===== src/rtl/pc_pkg.sv =====
`default_nettype none
// ============================================================================
//  Module   : pc_pkg
//  Purpose  : Shared definitions for the program-counter unit: the next-PC
//             source encoding and the default reset / exception vectors.
//  Revision : 1.0  initial release
// ============================================================================
package pc_pkg;

    // Source that produced the next PC on a given edge, highest priority last.
    typedef enum logic [2:0] {
        SRC_SEQ      = 3'd0,
        SRC_BR       = 3'd1,
        SRC_JMP      = 3'd2,
        SRC_RET      = 3'd3,
        SRC_ERET     = 3'd4,
        SRC_EXC      = 3'd5,
        SRC_MISALIGN = 3'd6
    } pc_src_e;

    localparam logic [31:0] RESET_VEC = 32'h0000_3000;
    localparam logic [31:0] EXC_VEC   = 32'h0000_4180;

endpackage
`default_nettype wire


===== src/rtl/pc_ras.sv =====
`default_nettype none
// ============================================================================
//  Module   : pc_ras
//  Purpose  : Circular return-address stack with a top pointer and a count.
//             A push when full overwrites the oldest entry. A simultaneous
//             push and pop replaces the top entry in place.
//  Ports    : clk, rst_n (sync, active high)
//             push, pop, push_data  - stack operations for this edge
//             top                   - entry at the top pointer
//             empty, full           - occupancy flags
//  Revision : 1.0  initial release
// ============================================================================
module pc_ras #(
    parameter int XLEN      = 32,
    parameter int RAS_DEPTH = 4
) (
    input  logic            clk,
    input  logic            rst_n,
    input  logic            push,
    input  logic            pop,
    input  logic [XLEN-1:0] push_data,
    output logic [XLEN-1:0] top,
    output logic            empty,
    output logic            full
);

    localparam int PTR_W = $clog2(RAS_DEPTH);
    localparam int CNT_W = $clog2(RAS_DEPTH + 1);

    logic [XLEN-1:0]  r_mem [RAS_DEPTH];
    logic [PTR_W-1:0] r_ptr;
    logic [CNT_W-1:0] r_count;

    logic             w_pop_ok;
    logic [PTR_W-1:0] w_ptr_inc;
    logic [PTR_W-1:0] w_ptr_dec;

    // A pop on an empty stack is discarded so the count can never underflow.
    assign w_pop_ok  = pop && !empty;
    // Depth is a power of two, so pointer arithmetic wraps naturally.
    assign w_ptr_inc = r_ptr + 1'b1;
    assign w_ptr_dec = r_ptr - 1'b1;

    assign top   = r_mem[r_ptr];
    assign empty = (r_count == '0);
    assign full  = (r_count == CNT_W'(RAS_DEPTH));

    always_ff @(posedge clk) begin
        if (rst_n) begin
            r_ptr   <= '0;
            r_count <= '0;
            for (int i = 0; i < RAS_DEPTH; i++) begin
                r_mem[i] <= '0;
            end
        end else if (push && w_pop_ok) begin
            // Pop then push: the top slot is overwritten, depth is unchanged.
            r_mem[r_ptr] <= push_data;
        end else if (push) begin
            r_mem[w_ptr_inc] <= push_data;
            r_ptr            <= w_ptr_inc;
            if (!full) begin
                r_count <= r_count + 1'b1;
            end
        end else if (w_pop_ok) begin
            r_ptr   <= w_ptr_dec;
            r_count <= r_count - 1'b1;
        end
    end

endmodule
`default_nettype wire


===== src/rtl/pc_unit.sv =====
`default_nettype none
// ============================================================================
//  Module   : pc_unit
//  Purpose  : Fetch-stage program counter. Selects the next PC by fixed
//             priority (exception, eret, ret, jump, branch, sequential),
//             captures EPC on traps, traps misaligned targets, and keeps a
//             return-address stack for call/return.
//  Ports    : clk, rst_n (sync, active high despite the name)
//             PC_enable      - update strobe, low stalls the PC
//             branch_taken / branch_target, jump / jump_target, call
//             ret / ret_target (fallback when the stack is empty)
//             exception, eret
//             PC_Addr, PC_plus4, EPC, misalign (one-cycle pulse)
//             ras_empty, ras_full
//  Revision : 1.0  initial release
// ============================================================================
module pc_unit #(
    parameter int              XLEN      = 32,
    parameter logic [XLEN-1:0] RESET_VEC = XLEN'(pc_pkg::RESET_VEC),
    parameter logic [XLEN-1:0] EXC_VEC   = XLEN'(pc_pkg::EXC_VEC),
    parameter int              RAS_DEPTH = 4
) (
    input  logic            clk,
    input  logic            rst_n,
    input  logic            PC_enable,
    input  logic            branch_taken,
    input  logic [XLEN-1:0] branch_target,
    input  logic            jump,
    input  logic [XLEN-1:0] jump_target,
    input  logic            call,
    input  logic            ret,
    input  logic [XLEN-1:0] ret_target,
    input  logic            exception,
    input  logic            eret,
    output logic [XLEN-1:0] PC_Addr,
    output logic [XLEN-1:0] PC_plus4,
    output logic [XLEN-1:0] EPC,
    output logic            misalign,
    output logic            ras_empty,
    output logic            ras_full
);

    import pc_pkg::*;

    logic [XLEN-1:0] r_pc;
    logic [XLEN-1:0] r_epc;
    logic            r_misalign;

    logic            w_update;
    pc_src_e         w_src;
    logic [XLEN-1:0] w_target;
    logic [XLEN-1:0] w_next_pc;
    logic [XLEN-1:0] w_ras_top;
    logic            w_ras_push;
    logic            w_ras_pop;

    assign PC_Addr  = r_pc;
    assign PC_plus4 = r_pc + XLEN'(4);
    assign EPC      = r_epc;
    assign misalign = r_misalign;

    // An exception is taken even while the pipeline is stalled.
    assign w_update = PC_enable || exception;

    // Priority selection followed by the alignment check on redirect targets.
    always_comb begin
        w_src    = SRC_SEQ;
        w_target = PC_plus4;
        if (exception) begin
            w_src    = SRC_EXC;
            w_target = EXC_VEC;
        end else if (eret) begin
            w_src    = SRC_ERET;
            w_target = r_epc;
        end else if (ret) begin
            w_src    = SRC_RET;
            w_target = ras_empty ? ret_target : w_ras_top;
        end else if (jump) begin
            w_src    = SRC_JMP;
            w_target = jump_target;
        end else if (branch_taken) begin
            w_src    = SRC_BR;
            w_target = branch_target;
        end

        // The sequential path stays aligned by construction and is not checked.
        if (w_src != SRC_SEQ && w_src != SRC_EXC && w_target[1:0] != 2'b00) begin
            w_src = SRC_MISALIGN;
        end
    end

    assign w_next_pc = (w_src == SRC_EXC || w_src == SRC_MISALIGN) ? EXC_VEC : w_target;

    // A misaligned redirect suppresses all stack activity on that edge.
    // ret with jump+call replaces the top entry only when the ret actually
    // popped; an empty-stack return leaves the stack untouched.
    always_comb begin
        w_ras_pop  = 1'b0;
        w_ras_push = 1'b0;
        if (w_update) begin
            if (w_src == SRC_RET) begin
                w_ras_pop  = !ras_empty;
                w_ras_push = !ras_empty && jump && call;
            end else if (w_src == SRC_JMP) begin
                w_ras_push = call;
            end
        end
    end

    pc_ras #(
        .XLEN      (XLEN),
        .RAS_DEPTH (RAS_DEPTH)
    ) u_ras (
        .clk       (clk),
        .rst_n     (rst_n),
        .push      (w_ras_push),
        .pop       (w_ras_pop),
        .push_data (PC_plus4),
        .top       (w_ras_top),
        .empty     (ras_empty),
        .full      (ras_full)
    );

    always_ff @(posedge clk) begin
        if (rst_n) begin
            r_pc       <= RESET_VEC;
            r_epc      <= '0;
            r_misalign <= 1'b0;
        end else begin
            r_misalign <= w_update && (w_src == SRC_MISALIGN);
            if (w_update) begin
                r_pc <= w_next_pc;
                if (w_src == SRC_EXC || w_src == SRC_MISALIGN) begin
                    r_epc <= r_pc;
                end
            end
        end
    end

endmodule
`default_nettype wire


===== config.mk =====
export PLATFORM = sky130hd
export DESIGN_NAME = pc_unit
export DESIGN_NICKNAME = d
export VERILOG_FILES = /design/src/rtl/pc_pkg.sv /design/src/rtl/pc_ras.sv /design/src/rtl/pc_unit.sv
export SDC_FILE = /design/constraint.sdc
export NUM_CORES = 1
export LEC_CHECK = 0
export ABC_AREA = 1
export CORE_AREA = 5 5 198 152
export DETAILED_ROUTE_END_ITERATION = 8
export DIE_AREA = 0 0 203 157
export PLACE_DENSITY = 0.7
export SLEW_MARGIN = 10
export SYNTH_ARGS = -nofsm -noshare
export SYNTH_HDL_FRONTEND = slang
export SYNTH_SLANG_ARGS = --single-unit

===== constraint.sdc =====
create_clock -name clk -period 6.56 [get_ports clk]
set_clock_uncertainty 0.15 [all_clocks]
set_input_delay 0.984 -clock clk [delete_from_list [all_inputs] [get_ports clk]]
set_output_delay 0.984 -clock clk [all_outputs]
set_load 0.01 [all_outputs]

# == Yosys cells after proc, flatten, opt, wreduce, memory -nomap -nowiden ==
# Memory sizes are Yosys's and may differ from the RTL's. A register that Yosys moved wholly into a read port is not among the register bits.
# Index checks and enable logic that the tools add are counted.
# totals
register_bits,70
latchBits,0
ram_bits,128
mem_bits_ro,0
in_bits,105
output_inout_bits,99
word_cells,78
mem_count,1
# memory_table
memory,depth,word_bits,rd,rd_clocked_by_memory_dff,write_ports,line_no,rtl
u_ras.r_mem,4,32,1,1,4,pc_ras.sv:30,logic [XLEN-1:0] r_mem [RAS_DEPTH];
# op_classes
n_addsub,5
multipliers,0
div,0
magnitude_cmp,0
eq_ne,7
shift,0
n_mux,40
n_bitwise,1
reduce_logical,19
# ops
cell,count
32-bit 2-to-1 mux,9
32-bit OR reduction,2
"32-bit by 3-bit adder with 32-bit output, second input constant",1
3-bit 2-to-1 mux,6
1-bit 2-to-1 mux,17
2-bit 2-to-1 mux,8
"3-bit == test, second input constant",3
1-bit logical AND,7
"3-bit by 2-bit == test with 1-bit output, second input constant",2
2-bit AND reduction,2
2-bit nonzero test,2
"3-bit by 1-bit adder with 3-bit output, second input constant",1
3-bit logical NOT,1
"3-bit inequality test, second input constant",1
3-bit AND reduction,1
3-bit nonzero test,1
"3-bit by 1-bit subtractor with 3-bit output, second input constant",1
"2-bit by 1-bit adder with 2-bit output, second input constant",1
1-bit logical OR,2
"2-bit inequality test, second input constant",1
"2-bit by 1-bit subtractor with 2-bit output, second input constant",1
1-bit logical NOT,1
1-bit NOT,1

# == Depth between registers and ports, before layout ==
# logic_depth
depth_word,20
ltp_mapped,25
ltp_nobuf,24

# == Hierarchy ==
# Synthesis repeated with hierarchy kept, for this count alone.
# hier_totals
hier_cells,1470
hier_area_um2,11126.9
# modules_own_cells
mod,n_inst,cells_each,area_each_um2,seq_area_each_um2
pc_ras,1,563,6032.0,3983.8
pc_unit,1,907,5094.9,1301.2

# == Least setup slack after synthesis ==
# OpenSTA, ideal clock, no wires.
# synth_timing
path_type,input -> register
start,in branch_taken
end,"mem u_ras.r_mem[3][0], enable pin"
setup_time_ns,0.421
arrival_ns,4.304
t_required_ns,5.989
path_slack_ns,1.685
path_stages,20
n_path_buf,1
cell_sequence,buf_2 -> inv_1 -> nand2_1 -> a21oi_1 -> nor2_1 -> nand2_1 -> nand2_1 -> nand2_1 -> nand2_2 -> nand2_2 -> nor3_4 -> inv_2 -> nor2_1 -> inv_1 -> ha_1 -> inv_1 -> nor2_1 -> inv_1 -> o21ai_0 -> nor2_1
# synth_rtl
element,line_no,rtl
from (decl),pc_unit.sv:26,"input logic branch_taken,"
to (decl),pc_ras.sv:30,

==> run_results.csv <==
group,metric,value,unit
route,drt-initial-drc-count,1283,
synthesis,synth_top_cells_by_area,"sky130_fd_sc_hd__edfxtp_1 36%, sky130_fd_sc_hd__dfxtp_1 13%, sky130_fd_sc_hd__nand2_1 11%, sky130_fd_sc_hd__nor2_1 8.7%, sky130_fd_sc_hd__o21ai_0 6.2%",
clocking,clock_tree.buffer_depth,2,
synthesis,mappedNetlistNets,1484,
clocking,clk_pin_slew,80,ps
floorplanning,num_io_pins,204,
place,port-buffer-count,203,
critical_path,crit_arrival,5530,ps
outcome,run_status,"complete, no violations",
sta,timing_hold_violations_final,0,
synthesis,synth_seq_area_share,0.495,
place,placed_cell_area,0.0130,mm²
clocking,cts.sinks,200,
floorplanning,die-width,203,µm
floorplanning,chipHeight,157,µm
critical_path,worstPathCellList,"clkdlybuf4s50_1 > inv_2 > nand2_4 > inv_2 > nand2_1 > nand2_1 > nor2_1 > nand2_1 > nand2_1 > nand2_1 > nand2_2 > nand3_1 > nand2_2 > nand2_2 > inv_1 > ha_1 > inv_1 > nor2_1 > inv_1 > o21ai_0 > nand3_4 > nand2_1 > buf_4",
critical_path,cp.buffers_inverters,7,
synthesis,ys_warn_count,0,
critical_path,rr_worst_depth,23,
clocking,clock_tree.htree_level_count,4,
route,drt_pre_antenna_iters,6,
grt,grt_pass1_wl,59.3,mm
sta,fin_tns_setup,0,ps
critical_path,wp_depth,23,
critical_path,reg2reg_slack,1300,ps
grt,via_count_of_the_first_global_routing_pass,9990,
clocking,tritoncts_buffer_count,17,
clocking,post-cts-setup-buffers,0,
place,place.detailed.hpwl,28.8,mm
finish,ant_diodes,0,
synthesis,post_synth.cell_area_avg,7.77,µm²
synthesis,synth.lib_cells_used.distinct,41,
power,leakage,0.00506,µW
sta,rsz0062_at_grt,"false",
grt,globalRouteTotalUtil,0.241,
grt,grt_overflow_total,0,
place,globalplace.congestion,0.987,
finish,nets,1646,
route,drt-wirelength-per-cell,20.6,µm
critical_path,critical_path.startpoint,"ret",
sta,setup_viol,0,
finish,area_delta_synth_final,26.5,%
critical_path,setup.worst_path.end,"u_ras.r_mem[2][21]",
critical_path,critical_path.startpoint_type,"input port",
clocking,cts-resized-gates,0,
min_path,worst_hold_path_class,"reg2reg",
sta,worst_pin_slew,1140,ps
critical_path,criticalPathCategory,"in2reg",
sta,layout_min_cycle_time,5580,ps
clocking,hold_bufs_at_cts,0,
floorplanning,floorplan.initialDensity,0.384,
grt,grt_antenna_before_repair,0,
critical_path,critical_path.max_stage_delay,720,ps
critical_path,critical_path.max_fanout,33,
power,powerDensity,213,mW/mm²
floorplanning,placeable_area,0.0278,mm²
route,antenna_left,0,
critical_path,critical_path.slowest_cell,"sky130_fd_sc_hd__o21ai_0",
power,ir_worst_vdd,201,µV
clocking,tritoncts,"built",
sta,timing.final.crit_share,0.850,
sta,relSlewSlack,0.240,
synthesis,netlist_area,0.0107,mm²
grt,grt_start_max_net_pins,57,
synthesis,synth_top_cell_area_share,0.360,
clocking,cts.root.buffer_cell,"sky130_fd_sc_hd__clkbuf_16",
route,drc,0,
clocking,clock_latency,440,ps
floorplanning,fp-row-count,53,
finish,finish.instance_area,0.0135,mm²
run,max-cap-violations,0,
min_path,hold_start,"EPC[20]",
critical_path,critical_path.reg2reg.endpoint,"u_ras.r_mem[2][21]",
route,drt-vias-per-instance,5.52,
synthesis,syn-instance-count,1374,
critical_path,critPathMostFrequentCell,"sky130_fd_sc_hd__nand2_1",
critical_path,timing.critical_path.to_type,"flop",
synthesis,netlist.top_cell.by_area,"sky130_fd_sc_hd__edfxtp_1",
sta,final-max-slew-violation-count,0,
finish,drive_gt1_frac,0.0497,
floorplanning,die_area,0.0319,mm²
critical_path,cpLargestDelayFamily,"simple AND/OR/NAND/NOR gates",
route,dr_total_vias,10500,
critical_path,critPathRequiredTime,6510,ps
sta,fmaxAchievable,179,MHz
synthesis,number_of_register_bits_inferred_by_synthesis,200,
route,routed_wirelength,39.3,mm
worst register-to-register path, cell delays in order (launching register included):
cell and delay [ps]:
sky130_fd_sc_hd__dfxtp_1 640, sky130_fd_sc_hd__buf_4 290, sky130_fd_sc_hd__nand2_1 70, sky130_fd_sc_hd__nand3_1 80, sky130_fd_sc_hd__nand2_1 70, sky130_fd_sc_hd__nand2_1 70, sky130_fd_sc_hd__nand2_1 50, sky130_fd_sc_hd__nand2_1 70
sky130_fd_sc_hd__nand2_1 60, sky130_fd_sc_hd__nand2_1 80, sky130_fd_sc_hd__nand2_2 80, sky130_fd_sc_hd__nand2_2 100, sky130_fd_sc_hd__nor3_4 50, sky130_fd_sc_hd__inv_2 140, sky130_fd_sc_hd__nor2_1 90, sky130_fd_sc_hd__inv_1 90
sky130_fd_sc_hd__ha_1 150, sky130_fd_sc_hd__inv_1 40, sky130_fd_sc_hd__nor2_1 180, sky130_fd_sc_hd__inv_1 100, sky130_fd_sc_hd__o21ai_0 720, sky130_fd_sc_hd__nand3_4 540, sky130_fd_sc_hd__nand2_1 610, sky130_fd_sc_hd__buf_4 420
report_power, final:
part	internal (µW)	switching, µW
clock network	495	510
registers	1390	39.0
logic	181	259
total	2070	807
area by class of cell:
type                    count  area (µm²)
repair buffers            224        2210
inverters                 133         499
flip-flops and latches    200        5290
clock inverters            14         115
well taps                 357         447
multi-input cells         960        4530
fillers                  2703       14300
clock buffers              17         425
per-layer routing:
| metal | track usage | vias to the layer above | share of wire |
|---|---|---|---|
| li1 | - | 4913 | - |
| met1 | 0.341 | 4892 | 0.43 |
| met2 | 0.357 | 633 | 0.43 |
| met3 | 0.0663 | 70 | 0.11 |
| met4 | 0.0814 | 0 | 0.032 |
| met5 | 0 | - | 0 |
cell usage in the layout (no fill, tap or decap), types with 11 or more instances in the layout:
master,count
sky130_fd_sc_hd__nand2_1,306
sky130_fd_sc_hd__nor2_1,244
sky130_fd_sc_hd__clkdlybuf4s50_1,202
sky130_fd_sc_hd__o21ai_0,133
sky130_fd_sc_hd__edfxtp_1,128
sky130_fd_sc_hd__inv_1,126
sky130_fd_sc_hd__a21oi_1,92
sky130_fd_sc_hd__dfxtp_1,72
sky130_fd_sc_hd__nand3_1,48
sky130_fd_sc_hd__o221ai_1,21
sky130_fd_sc_hd__o211ai_1,21
sky130_fd_sc_hd__nor3_1,19
sky130_fd_sc_hd__buf_4,19
sky130_fd_sc_hd__clkbuf_16,17
sky130_fd_sc_hd__nand4_1,11
registers in the layout, summed over array words and instances (netlist names), named ones only:
name,flops
PC_Addr,32
u_ras.r_ptr,2
misalign,1
u_ras.r_count,3
EPC,32
u_ras.r_mem,128
worst min-delay path by stage:
stage | endpoint | slack, ps | cells after the start
after floorplan | u_ras.r_count[2] | 320 | 2
after global placement | EPC[20] | 320 | 2
after detailed placement | EPC[20] | 320 | 2
after CTS | EPC[20] | 330 | 2
after global routing | EPC[20] | 370 | 2
final | EPC[20] | 340 | 2
cell families (layout without fill, tap and decap cells):
logic type | count (synthesis) | after routing | synth area share
simple gates | 655 | 655 | 0.253
flops | 200 | 200 | 0.495
compound gates | 293 | 293 | 0.157
buf+inv | 214 | 388 | 0.0827
fa+ha+maj | 5 | 5 | 0.00656
xor+xnor | 7 | 7 | 0.00574
synthesized netlist by cell type (all sizes together):
master	number
o21ai	134
a21o	1
clkbuf	54
xor2	5
edfxtp	128
a221o	1
a31oi	4
nor3	22
o211ai	21
fa	1
o2111ai	5
a211oi	1
a21oi	92
or2	2
dfxtp	72
nand3	50
nor2	248
nand4	11
inv	133
xnor2	2
a32o	7
nor4	5
o22ai	4
nand2	312
ha	4
o21bai	2
o221ai	21
buf	27
nand3b	5
metrics by stage:
step                worst slack [ps]  hold WS (ps)  utilization  cells  power [µW]
floorplan                       1680           324            -   1374        1660
global placement                 864           320        0.467   1874        1890
detailed placement               598           318        0.467   1874        1890
CTS                             1020           334        0.486   1905        2880
global route                     525           372        0.486   1905        2980
finish                           985           343        0.486   1905        2870
No activity file was read; power rests on OpenSTA's default activity.
==> variant 1: new RTL, same flow settings <==
`XLEN` is set to 32 in 2 places; all go to 24.
--- a/src/rtl/pc_ras.sv
+++ b/src/rtl/pc_ras.sv
@@ -11,7 +11,7 @@
 //  Revision : 1.0  initial release
 // ============================================================================
 module pc_ras #(
-    parameter int XLEN      = 32,
+    parameter int XLEN      = 24,
     parameter int RAS_DEPTH = 4
 ) (
     input  logic            clk,
--- a/src/rtl/pc_unit.sv
+++ b/src/rtl/pc_unit.sv
@@ -15,7 +15,7 @@
 //  Revision : 1.0  initial release
 // ============================================================================
 module pc_unit #(
-    parameter int              XLEN      = 32,
+    parameter int              XLEN      = 24,
     parameter logic [XLEN-1:0] RESET_VEC = XLEN'(pc_pkg::RESET_VEC),
     parameter logic [XLEN-1:0] EXC_VEC   = XLEN'(pc_pkg::EXC_VEC),
     parameter int              RAS_DEPTH = 4
Interface: changed (6 resized); port bits go from 204 to 156. The function was not compared with the original's and may differ.
==> variant 1 against the original RTL <==
Synthesized cell count decreased by 23%; cell area down 22%; total power decreased by 18%; sequential power is 24% lower; setup slack improved by 0.30 ns; sequential cell count shrank 48; hold slack improved by 0.0039 ns; synthesized area is 23% lower; routed wire length down 22%; final cell count down 18%; core utilization is 11 points lower; largest power group unchanged.
==> variant 1: results (changes against the original RTL) <==
status:
  outcome: "finished clean"
timing:
  fin_crit_sh: 0.804  # -0.0461
  relSlewSlack: 0.234  # -0.00646
  whs_ns: 0.347  # +0.00393 ns
finish:
  fillers: 2815  # +4.1%
  final_layout_size_suffix_gt1_frac: 0.0810  # +0.0312
  layout.cells.non_filler: 1556  # -18%
  layout.nets: 1271  # -23%
  largest_reg_flops: 96  # -25%
setup_path:
  crit_slowest_cell: "nand2_1"
  crit_arrival_ns: 5.03  # -0.50 ns
  reg2reg_to: "u_ras.r_mem[1][20]"
  reg2reg_depth: 22  # -4.3%
  rrSetupSlack_ns: 1.61  # +0.31 ns
  worst_path_largest_cell_delay_ns: 0.81  # +0.09 ns
  crit_fanout: 25  # -24%
yosys:
  synth_edf_count: 96  # -25%
  synth_compound_area_frac: 0.134  # -0.0226
  synthAdderAreaFrac: 0.00848  # +0.00192
  synth-xor-area-share: 0.00939  # +0.00365
  yosysUniqueCellTypes: 45  # +9.8%
  syn-num-nets: 1143  # -23%
  synthTopCellsByArea: "edfxtp_1, dfxtp_1, nand2_1"
  syn_inst: 1057  # -23%
  yosysSeqAreaShare: 0.485  # -0.0101
  synth_common_cells: "nand2_1, nor2_1, edfxtp_1"
grt:
  use_met3: 0.0494  # -0.0169
  grt_pass1_wl_um: 45200  # -24%
  grtUsageMet2: 0.290  # -0.0672
  grt_use_total: 0.185  # -0.0559
  grt_max_degree: 49  # -14%
  use_met1: 0.260  # -0.0812
worst_hold_path:
  min-delay-start: "EPC[7]"
  min_delay_worst_endpoint: "PC_Addr[7]"
place:
  place_congestion: 0.896  # -9.2%
  dp_hpwl_um: 22100  # -23%
  placed_area_sq_um: 10000  # -23%
  dp_slack_ns: 0.934  # +0.336 ns
  dpl.cell_count: 1523  # -19%
  portBuffers: 155  # -24%
pwr:
  p_leak_nw: 4.01  # -21%
  peakVddDrop_v: 0.000200  # -0.53%
detailed_routing:
  viasPerCell: 5.11  # -7.3%
  routedWlPerCell_um: 19.7  # -4.8%
  drtIter0Drc: 803  # -37%
cts:
  clock_latency_ns: 0.42  # -0.02 ns
[variant 1: area by class of cell]
type	count	area, sq um	area share
antenna	1	2.50	0.000237
clock buffer	24	490	0.0464
clock inverter	8	48.8	0.00462
inverter	93	349	0.0330
multi-input combinational	751	3560	0.337
sequential	152	4000	0.379
tap	357	447	0.0423
timing repair buffer	170	1660	0.157
[variant 1: cells by family (layout without fill, tap and decap cells)]
kind of cell,after synthesis,count (layout)
simple gates,541,541
compound gates,197,197
buf+inv,154,295
flops,152,152
xor+xnor,8,8
fa+ha+maj,5,5
other cells,0,1
[variant 1: how the worst max path moves through the flow]
stage / startpoint / to / cells after the start
3_5_place_dp: branch_taken / u_ras.r_mem[1][21] / 21
2_1_floorplan: ret / u_ras.r_mem[3][0] / 22
4_1_cts: branch_taken / u_ras.r_mem[1][16] / 21
3_3_place_gp: branch_taken / u_ras.r_mem[1][17] / 21
5_1_grt: branch_taken / u_ras.r_mem[1][0] / 21
6_report: exception / u_ras.r_mem[1][20] / 17
[variant 1: routing by layer]
metal	part of all wire	wire length, um	vias up
met1	0.43	13200	3731
li1	-	-	3745
met3	0.11	3310	33
met4	0.015	455	0
met2	0.44	13600	448
met5	0	0	-
[variant 1: report_power, final]
part | total [mW] | internal, mW | switching, mW | leakage, nW
registers | 1.09 | 1.06 | 0.0337 | 1.45
clock network | 0.920 | 0.523 | 0.397 | 0.274
logic | 0.343 | 0.143 | 0.200 | 2.29
total | 2.35 | 1.72 | 0.631 | 4.01
==> variant 2: new RTL, same flow settings <==
Without the edit above. Add an input register stage for `branch_target`, without a reset; this delays it by one clock. The other inputs are not delayed to match.
--- a/src/rtl/pc_unit.sv
+++ b/src/rtl/pc_unit.sv
@@ -42,6 +42,12 @@
 
     import pc_pkg::*;
 
+    logic [XLEN-1:0] branch_target_q;
+
+    always_ff @(posedge clk) begin
+        branch_target_q <= branch_target;
+    end
+
     logic [XLEN-1:0] r_pc;
     logic [XLEN-1:0] r_epc;
     logic            r_misalign;
@@ -80,7 +86,7 @@
             w_target = jump_target;
         end else if (branch_taken) begin
             w_src    = SRC_BR;
-            w_target = branch_target;
+            w_target = branch_target_q;
         end
 
         // The sequential path stays aligned by construction and is not checked.
Formal check against the unedited RTL: not equivalent (a bounded check fails within 4 cycles, from zero or initial values and one cycle with rst_n high).
==> variant 2 against the original RTL <==
Setup slack improved by 0.83 ns; total power increased by 24%; sequential cell count increased by 32; synthesized area increased by 8.2%; cell area increased by 8.2%; sequential share of layout area increased by 1.4 points; routed wire length increased by 4.3%; hold slack got worse by 0.014 ns; critical path type unchanged; largest cell class unchanged.
==> variant 2: results (changes against the original RTL) <==
status:
  outcome: "finished clean"
setup_path:
  crit_path_start: "eret"
  reg2reg_to: "u_ras.r_mem[1][21]"
  crit_end: "u_ras.r_mem[1][21]"
  worst_path_largest_cell_delay_ns: 0.50  # -0.22 ns
  crit_arrival_ns: 4.76  # -0.77 ns
  rrSetupSlack_ns: 2.25  # +0.95 ns
pwr:
  peakVddDrop_v: 0.000167  # -17%
worst_hold_path:
  min-delay-start: "EPC[11]"
  min_delay_worst_endpoint: "EPC[11]"
grt:
  grt_pass1_wl_um: 61700  # +3.9%
  grtUsageMet2: 0.380  # +0.0227
  grt_max_degree: 60  # +5.3%
  first_global_vias: 10406  # +4.2%
detailed_routing:
  drtIter0Drc: 1180  # -8.0%
  wl_met3_um: 4180  # -7.5%
  drt_first_pass_iters: 5  # -1
  finalWirelength_um: 41000  # +4.3%
place:
  dp_hpwl_um: 29300  # +1.7%
  place_congestion: 1.00  # +1.5%
yosys:
  syn-num-nets: 1581  # +6.5%
  yosysUniqueCellTypes: 43  # +4.9%
  yosysSeqAreaShare: 0.513  # +0.0181
  synth_common_cells: "nand2_1, nor2_1, inv_1"
cts:
  cts_inserted_buffers: 24  # +7
  clock_latency_ns: 0.52  # +0.08 ns
  clkTransAtPathRegs_ns: 0.06  # -0.02 ns
finish:
  fillers: 2622  # -3.0%
  layout.nets: 1752  # +6.4%
[variant 2: changes by cell type after synthesis, sizes merged, moves of 10 or more]
cell    unedited run  this run
nor2             248       283
nand3             50        68
o22ai              4        20
nand2            312       363
o221ai            21         2
buf               27        37
a31oi              4        23
a21oi             92        69
dfxtp             72       104
clkbuf            54        44
o21ai            134       122
[variant 2: logic make-up after synthesis]
| group | after synthesis | share of synthesized area |
|---|---|---|
| AND/OR/NAND/NOR | 742 | 0.264 |
| AO/OA/AOI/OAI | 265 | 0.128 |
| flip-flops | 232 | 0.513 |
| buffers and inverters | 222 | 0.0850 |
| XOR/XNOR | 5 | 0.00379 |
| adder cells (fa/ha/maj) | 5 | 0.00607 |
[variant 2: layout make-up]
| class | count | area share |
|---|---|---|
| Clock buffer | 41 | 0.0556 |
| Timing Repair Buffer | 226 | 0.150 |
| Clock inverter | 3 | 0.00282 |
| Multi-Input combinational cell | 1017 | 0.318 |
| Tap cell | 357 | 0.0306 |
| Inverter | 141 | 0.0369 |
| Sequential cell | 232 | 0.405 |
[variant 2: metrics by stage]
step | cell area, sq um | hold slack, ns | setup WS [ns]
4_1_cts | 14600 | 0.333 | 1.84
3_5_place_dp | 13800 | 0.324 | 1.30
5_1_grt | 14600 | 0.340 | 1.50
6_report | 14600 | 0.329 | 1.81
3_3_place_gp | 13800 | 0.320 | 1.51
2_1_floorplan | 11600 | 0.324 | 1.98
[variant 2: power breakdown]
part           internal (mW)  leakage [nW]  switching [mW]
Sequential              1.60          2.18          0.0453
Combinational          0.185          3.08           0.261
Clock                  0.881         0.426           0.580
Total                   2.66          5.69           0.887
